<file path="config.mk">
export PLATFORM = sky130hd
export DESIGN_NAME = alu_mul_sequencer_flat
export DESIGN_NICKNAME = d
export VERILOG_FILES = /design/src/rtl/alu_mul_sequencer_if.sv /design/src/rtl/alu_mul_sequencer.sv /design/src/flat_wrapper.sv
export SDC_FILE = /design/constraint.sdc
export NUM_CORES = 1
export LEC_CHECK = 0
export CORE_MARGIN = 4
export CORE_UTILIZATION = 43
export CTS_CLUSTER_DIAMETER = 30
export DETAILED_ROUTE_END_ITERATION = 7
export GPL_TIMING_DRIVEN = 0
export PLACE_DENSITY = 0.76
export SETUP_SLACK_MARGIN = 0.4
export SLEW_MARGIN = 0
export SYNTH_ARGS = -nofsm -noshare
export SYNTH_HDL_FRONTEND = slang
export SYNTH_SLANG_ARGS = --single-unit
</file>
<file path="constraint.sdc">
create_clock -name clk -period 2.6 [get_ports clk]
set_clock_uncertainty 0.05 [all_clocks]
set_input_delay 0.39 -clock clk [delete_from_list [all_inputs] [get_ports clk]]
set_output_delay 0.39 -clock clk [all_outputs]
set_load 0.02 [all_outputs]
</file>
<file path="src/rtl/alu_mul_sequencer_if.sv">
// Request/response handshake bundle between decode and the ALU sequencer.
// master = instruction decode side, slave = sequencer.
interface alu_mul_sequencer_if;
    logic       req_valid;
    logic       req_ready;
    logic       req_cmd;
    logic [4:0] req_aop;
    logic [7:0] req_a;
    logic [7:0] req_b;
    logic       rsp_valid;
    logic       rsp_ready;
    logic [7:0] rsp_data;
    logic [7:0] rsp_status;

    modport master (
        output req_valid, req_cmd, req_aop, req_a, req_b, rsp_ready,
        input  req_ready, rsp_valid, rsp_data, rsp_status
    );

    modport slave (
        input  req_valid, req_cmd, req_aop, req_a, req_b, rsp_ready,
        output req_ready, rsp_valid, rsp_data, rsp_status
    );
endinterface

</file>
<file path="src/rtl/alu_mul_sequencer.sv">
// Sequences the combinational 8-bit ALU for single ops and for 8x8 (low byte)
// multiplies built from double-and-add steps; owns the architectural status register.
module alu_mul_sequencer #(
    parameter int unsigned MUL_BITS     = 8,
    parameter logic [7:0]  STATUS_RESET = 8'h00
) (
    input  logic                 clk,
    input  logic                 rst_n,
    alu_mul_sequencer_if.slave   bus,
    output logic                 busy,
    output logic [4:0]           alu_aop,
    output logic [7:0]           alu_x,
    output logic [7:0]           alu_y,
    output logic [7:0]           alu_s,
    input  logic [7:0]           alu_o,
    input  logic [7:0]           alu_os
);
    localparam int unsigned DW    = 8;
    localparam int unsigned AOPW  = 5;
    localparam int unsigned CNT_W = (MUL_BITS > 1) ? $clog2(MUL_BITS) : 1;
    localparam logic [AOPW-1:0] AOP_RETX = 5'b00000;
    localparam logic [AOPW-1:0] AOP_ADD  = 5'b00010;

    typedef enum logic [2:0] {IDLE, SINGLE, DBL, ADDA, DONE} state_t;

    state_t             state, state_nxt;
    logic [DW-1:0]      acc, acc_nxt;
    logic [DW-1:0]      a_q, a_nxt;
    logic [DW-1:0]      b_q, b_nxt;
    logic [AOPW-1:0]    aop_q, aop_nxt;
    logic [CNT_W-1:0]   cnt, cnt_nxt;
    logic [DW-1:0]      status, status_nxt;

    logic               ready_q, valid_q, busy_q;
    logic [AOPW-1:0]    alu_aop_nxt;
    logic [DW-1:0]      alu_x_nxt, alu_y_nxt;

    // Next-state / datapath; ALU drive is decoded from the next state so it is registered.
    always_comb begin
        state_nxt  = state;
        acc_nxt    = acc;
        a_nxt      = a_q;
        b_nxt      = b_q;
        aop_nxt    = aop_q;
        cnt_nxt    = cnt;
        status_nxt = status;

        case (state)
            IDLE: begin
                if (bus.req_valid) begin
                    a_nxt     = bus.req_a;
                    b_nxt     = bus.req_b;
                    aop_nxt   = bus.req_aop;
                    acc_nxt   = '0;
                    cnt_nxt   = CNT_W'(MUL_BITS - 1);
                    state_nxt = bus.req_cmd ? DBL : SINGLE;
                end
            end
            SINGLE: begin
                acc_nxt    = alu_o;
                status_nxt = alu_os;
                state_nxt  = DONE;
            end
            DBL: begin
                acc_nxt    = alu_o;
                status_nxt = alu_os;
                if (b_q[cnt]) begin
                    state_nxt = ADDA;
                end else if (cnt == '0) begin
                    state_nxt = DONE;
                end else begin
                    cnt_nxt   = cnt - CNT_W'(1);
                    state_nxt = DBL;
                end
            end
            ADDA: begin
                acc_nxt    = alu_o;
                status_nxt = alu_os;
                if (cnt == '0) begin
                    state_nxt = DONE;
                end else begin
                    cnt_nxt   = cnt - CNT_W'(1);
                    state_nxt = DBL;
                end
            end
            DONE: begin
                if (bus.rsp_ready) state_nxt = IDLE;
            end
            default: state_nxt = IDLE;
        endcase

        alu_aop_nxt = AOP_RETX;
        alu_x_nxt   = '0;
        alu_y_nxt   = '0;
        case (state_nxt)
            SINGLE: begin
                alu_aop_nxt = aop_nxt;
                alu_x_nxt   = a_nxt;
                alu_y_nxt   = b_nxt;
            end
            DBL: begin
                alu_aop_nxt = AOP_ADD;
                alu_x_nxt   = acc_nxt;
                alu_y_nxt   = acc_nxt;
            end
            ADDA: begin
                alu_aop_nxt = AOP_ADD;
                alu_x_nxt   = acc_nxt;
                alu_y_nxt   = a_nxt;
            end
            default: ;
        endcase
    end

    // State, datapath and registered outputs.
    always_ff @(posedge clk or negedge rst_n) begin
        if (!rst_n) begin
            state   <= IDLE;
            acc     <= '0;
            a_q     <= '0;
            b_q     <= '0;
            aop_q   <= '0;
            cnt     <= '0;
            status  <= STATUS_RESET;
            ready_q <= 1'b1;
            valid_q <= 1'b0;
            busy_q  <= 1'b0;
            alu_aop <= AOP_RETX;
            alu_x   <= '0;
            alu_y   <= '0;
        end else begin
            state   <= state_nxt;
            acc     <= acc_nxt;
            a_q     <= a_nxt;
            b_q     <= b_nxt;
            aop_q   <= aop_nxt;
            cnt     <= cnt_nxt;
            status  <= status_nxt;
            ready_q <= (state_nxt == IDLE);
            valid_q <= (state_nxt == DONE);
            busy_q  <= (state_nxt != IDLE);
            alu_aop <= alu_aop_nxt;
            alu_x   <= alu_x_nxt;
            alu_y   <= alu_y_nxt;
        end
    end

    assign bus.req_ready  = ready_q;
    assign bus.rsp_valid  = valid_q;
    assign bus.rsp_data   = acc;
    assign bus.rsp_status = status;
    assign busy           = busy_q;
    assign alu_s          = status;
endmodule

</file>
<file path="src/flat_wrapper.sv">
// flat-port wrapper written by rule: the top's interface ports become plain ports
module alu_mul_sequencer_flat 
#(
    parameter int unsigned MUL_BITS     = 8,
    parameter logic [7:0]  STATUS_RESET = 8'h00
)
  (clk, rst_n, busy, alu_aop, alu_x, alu_y, alu_s, alu_o, alu_os, bus_req_valid, bus_req_cmd, bus_req_aop, bus_req_a, bus_req_b, bus_rsp_ready, bus_req_ready, bus_rsp_valid, bus_rsp_data, bus_rsp_status);
  alu_mul_sequencer_if bus_i ();
  input  logic clk;
  input  logic rst_n;
  output logic busy;
  output logic [4:0] alu_aop;
  output logic [7:0] alu_x;
  output logic [7:0] alu_y;
  output logic [7:0] alu_s;
  input  logic [7:0] alu_o;
  input  logic [7:0] alu_os;
  input wire logic [$bits(bus_i.req_valid)-1:0] bus_req_valid;
  input wire logic [$bits(bus_i.req_cmd)-1:0] bus_req_cmd;
  input wire logic [$bits(bus_i.req_aop)-1:0] bus_req_aop;
  input wire logic [$bits(bus_i.req_a)-1:0] bus_req_a;
  input wire logic [$bits(bus_i.req_b)-1:0] bus_req_b;
  input wire logic [$bits(bus_i.rsp_ready)-1:0] bus_rsp_ready;
  output wire logic [$bits(bus_i.req_ready)-1:0] bus_req_ready;
  output wire logic [$bits(bus_i.rsp_valid)-1:0] bus_rsp_valid;
  output wire logic [$bits(bus_i.rsp_data)-1:0] bus_rsp_data;
  output wire logic [$bits(bus_i.rsp_status)-1:0] bus_rsp_status;
  assign bus_i.req_valid = bus_req_valid;
  assign bus_i.req_cmd = bus_req_cmd;
  assign bus_i.req_aop = bus_req_aop;
  assign bus_i.req_a = bus_req_a;
  assign bus_i.req_b = bus_req_b;
  assign bus_i.rsp_ready = bus_rsp_ready;
  assign bus_req_ready = bus_i.req_ready;
  assign bus_rsp_valid = bus_i.rsp_valid;
  assign bus_rsp_data = bus_i.rsp_data;
  assign bus_rsp_status = bus_i.rsp_status;
  alu_mul_sequencer #(.MUL_BITS(MUL_BITS), .STATUS_RESET(STATUS_RESET)) u_core (.clk(clk), .rst_n(rst_n), .bus(bus_i), .busy(busy), .alu_aop(alu_aop), .alu_x(alu_x), .alu_y(alu_y), .alu_s(alu_s), .alu_o(alu_o), .alu_os(alu_os));
endmodule
</file>
==> run_results.csv <==
group,metric,value,unit
final_layout,diodes,0,
clock_network,cts_tree,"built",
die,start_util,44.4,%
synthesis,ys_async_sr_fraction,100,%
synthesis,yosysSeqAreaShare,59.1,%
timing,slew_headroom,46.3,%
synthesis,netlist_area,2630,µm²
timing,final_hold_viol_count,0,
synthesis,synth_area_leaders,"dfrtp_1 58%, mux2_2 10%, a22o_1 5.3%",
critical_path,slowest_delay,0.52,ns
detailed_routing,ant_nets,0,
critical_path,cpMostUsedCell,"nor2_1",
power_and_ir_drop,p_per_area,1300,nW/µm²
timing,timing.final.crit_period,2.07,ns
global_route,grt_first_pass_wirelength,10200,µm
detailed_routing,num_vias,1928,
synthesis,ys.flop_type,"dfrtp_1",
timing,fin_crit_sh,79.4,%
placed_design,place_area,3630,µm²
clock_network,insertion_delay,0.33,ns
die,core.rowCount,28,
critical_path,cp_cell_sequence,"nor2_1 -> nor2_1 -> buf_2 -> a22o_1 -> nand2_1 -> o21ai_0",
synthesis,syn_area_per_cell,13.3,µm²
timing,tightest_slew,0.800,ns
critical_path,critPathMaxFanout,10,
final_layout,final_nets,342,
clock_network,htreeDepth,3,
placed_design,globalplace.congestion,0.772,
synthesis,synth-edff-count,0,
synthesis,synth.most_common_cell,"dfrtp_1",
timing,drv_slew,0,
critical_path,rr_startpoint,"u_core.state[0]",
die,ios,90,
placed_design,io_buffers,89,
critical_path,cp.required,2.79,ns
run_status,outcome,"finished, final reports clean",
clock_network,cts.sinks,62,
power_and_ir_drop,ir_drop,0.583,mV
synthesis,synthesis.nets,241,
critical_path,crit_type,"flop to flop",
global_route,grt_max_degree,33,
detailed_routing,first_iter_violations,114,
global_route,grt_use_total,17.9,%
critical_path,reg2reg_slack,0.53,ns
final_layout,drive_gt1_share,22.1,%
global_route,grt_overflow,0,
detailed_routing,routedWlPerCell,16.1,µm
detailed_routing,routed_wl,6100,µm
critical_path,cp_data_arrival_time,2.25,ns
clock_network,cts_root_buf,"clkbuf_8",
placed_design,detailedPlacementHpwl,4420,µm
die,dieArea,7430,µm²
critical_path,worstSetupStartpointType,"flop",
global_route,antenna_found_initial,0,
final_layout,final_cell_area,3830,µm²
critical_path,crit_buf_inv,1,
power_and_ir_drop,leakage,1.67,nW
synthesis,syn_inst,197,
synthesis,synth.distinct_cells,37,
min_path,min_path_type,"input pin to asynchronous set/reset pin",
detailed_routing,vias_per_cell,5.10,
die,die-height,86.2,µm
final_layout,area_growth,45.9,%
clock_network,clkTransAtPathRegs,0.07,ns
synthesis,yosysWarnings,0,
detailed_routing,drt-pass1-iter-count,4,
critical_path,ff2ff_path_depth,6,
critical_path,crit_slowest_cell,"nor2_1",
critical_path,cp_num_cells,6,
synthesis,ys_ff_latch,62,
die,core,5920,µm²
clock_network,cts_buffers,9,
synthesis,yosys.area.top_type_share,58.1,%
final_layout,fillers,460,
die,die_x,86.2,µm
clock_network,post_cts_buffers,0,
critical_path,path_delay_family,"simple AND/OR/NAND/NOR gates",
clock_network,cts.path.max_buffers,2,
final_layout,utilization,64.8,%
timing,rsz0062_at_grt,"no",
timing,fmaxAchievable,484,MHz
global_route,grt_pass1_vias,2029,
timing,finalSetupViolCount,0,
critical_path,end_kind,"flop",
synthesis,ys_top_cells_by_count,"61 x dfrtp_1, 24 x mux2_2, 16 x a22o_1",
synthesis,yosysTopAreaCell,"dfrtp_1",
detailed_routing,drcViolationCount,0,
job,cap_viol_max_count,0,
critical_path,r2r_end,"u_core.alu_y[2]",
-- placed cells by master (no fill, tap or decap), types with 2 or more instances in the layout --
cell             netlist  layout
a21o_1                 2       2
a21oi_1                3       3
a221oi_2               2       2
a22o_1                16      16
a32oi_1                7       7
and2_1                 5       5
and3_1                 2       2
buf_2                  5       6
buf_4                  8       8
buf_6                  6       6
clkbuf_1               2       4
clkbuf_8               0      11
clkdlybuf4s50_1        0      88
dfrtp_1               61      61
ha_1                   2       2
inv_1                  2       2
mux2_2                24      24
mux2i_1                4       4
nand2_1               10      10
nand2b_1               3       3
nand3_1                3       3
nor2_1                 4       4
nor2b_1                2       2
nor3_1                 2       2
o21ai_0                6       6
o21ai_1                3       3
-- metal layers --
layer	part of all wire, %	GRT usage (%)	vias up
li1	-	-	911
met5	0	0	-
met3	6.7	4.75	8
met4	1.2	5.95	0
met1	44	22.9	941
met2	48	29.6	68
-- timing repair --
| item | CTS | global route |
|---|---|---|
| gates resized for setup | 1 | 0 |
| hold buffers | 0 | 0 |
| endpoints found under the setup margin | 16 | 0 |
-- sequential cells by signal, summed over array words and instances, names as in the netlist, 3 cells and up --
register / cells
u_core.alu_aop: 5
u_core.alu_y: 8
u_core.b_q: 8
u_core.state: 3
u_core.cnt: 3
u_core.alu_s: 8
u_core.alu_x: 8
u_core.a_q: 8
u_core.bus.rsp_data: 8
-- how the worst max path moves through the flow --
stage,startpoint,to
2_1_floorplan,u_core.state[1],u_core.alu_y[0]
3_3_place_gp,rst_n,u_core.state[2]
3_5_place_dp,bus_req_valid,u_core.alu_y[6]
4_1_cts,u_core.state[0],u_core.alu_y[2]
5_1_grt,u_core.state[0],u_core.alu_y[2]
6_report,u_core.state[0],u_core.alu_y[2]
-- kinds of logic (layout without fill, tap and decap cells) --
family,after synthesis,after routing,share of synthesized area [%]
AO/OA/AOI/OAI,46,46,14.2
multiplexers,29,29,12.4
flip-flops,62,62,59.1
adder cells (fa/ha/maj),2,2,0.952
AND/OR/NAND/NOR,34,34,6.85
buffers and inverters,24,130,6.52
-- metrics by stage --
stage | TNS [ns] | total power (W) | setup WS, ns | hold WS [ns] | cells
final | 0 | 0.00500 | 0.534 | 0.0538 | 378
after global routing | 0 | 0.00532 | 0.417 | 0.0972 | 378
after CTS | 0 | 0.00505 | 0.518 | 0.0713 | 378
after detailed placement | -0.345 | 0.00419 | -0.0859 | 0.437 | 362
after global placement | -52.60 | 0.00414 | -0.858 | 0.429 | 361
after floorplan | 0 | 0.00319 | 0.849 | 0.0444 | 197
-- where the power goes --
part / switching (W) / total [W] / leakage (nW) / internal, W
sequential: 0.000190 / 0.00158 / 0.748 / 0.00139
combinational: 0.00130 / 0.00258 / 0.820 / 0.00128
clock: 0.000347 / 0.000841 / 0.0996 / 0.000494
total: 0.00184 / 0.00500 / 1.67 / 0.00317
-- final cells by class --
type / instances / area [µm²] / area share [%]
well taps: 75 / 93.8 / 2.45
flip-flops and latches: 62 / 1550 / 40.5
multi-input cells: 111 / 910 / 23.7
plain buffers: 21 / 160 / 4.18
inverters: 3 / 11.3 / 0.294
repair buffers: 90 / 906 / 23.6
clock inverters: 3 / 42.5 / 1.11
clock buffers: 13 / 159 / 4.14
Power figures use the tool's default switching activity.
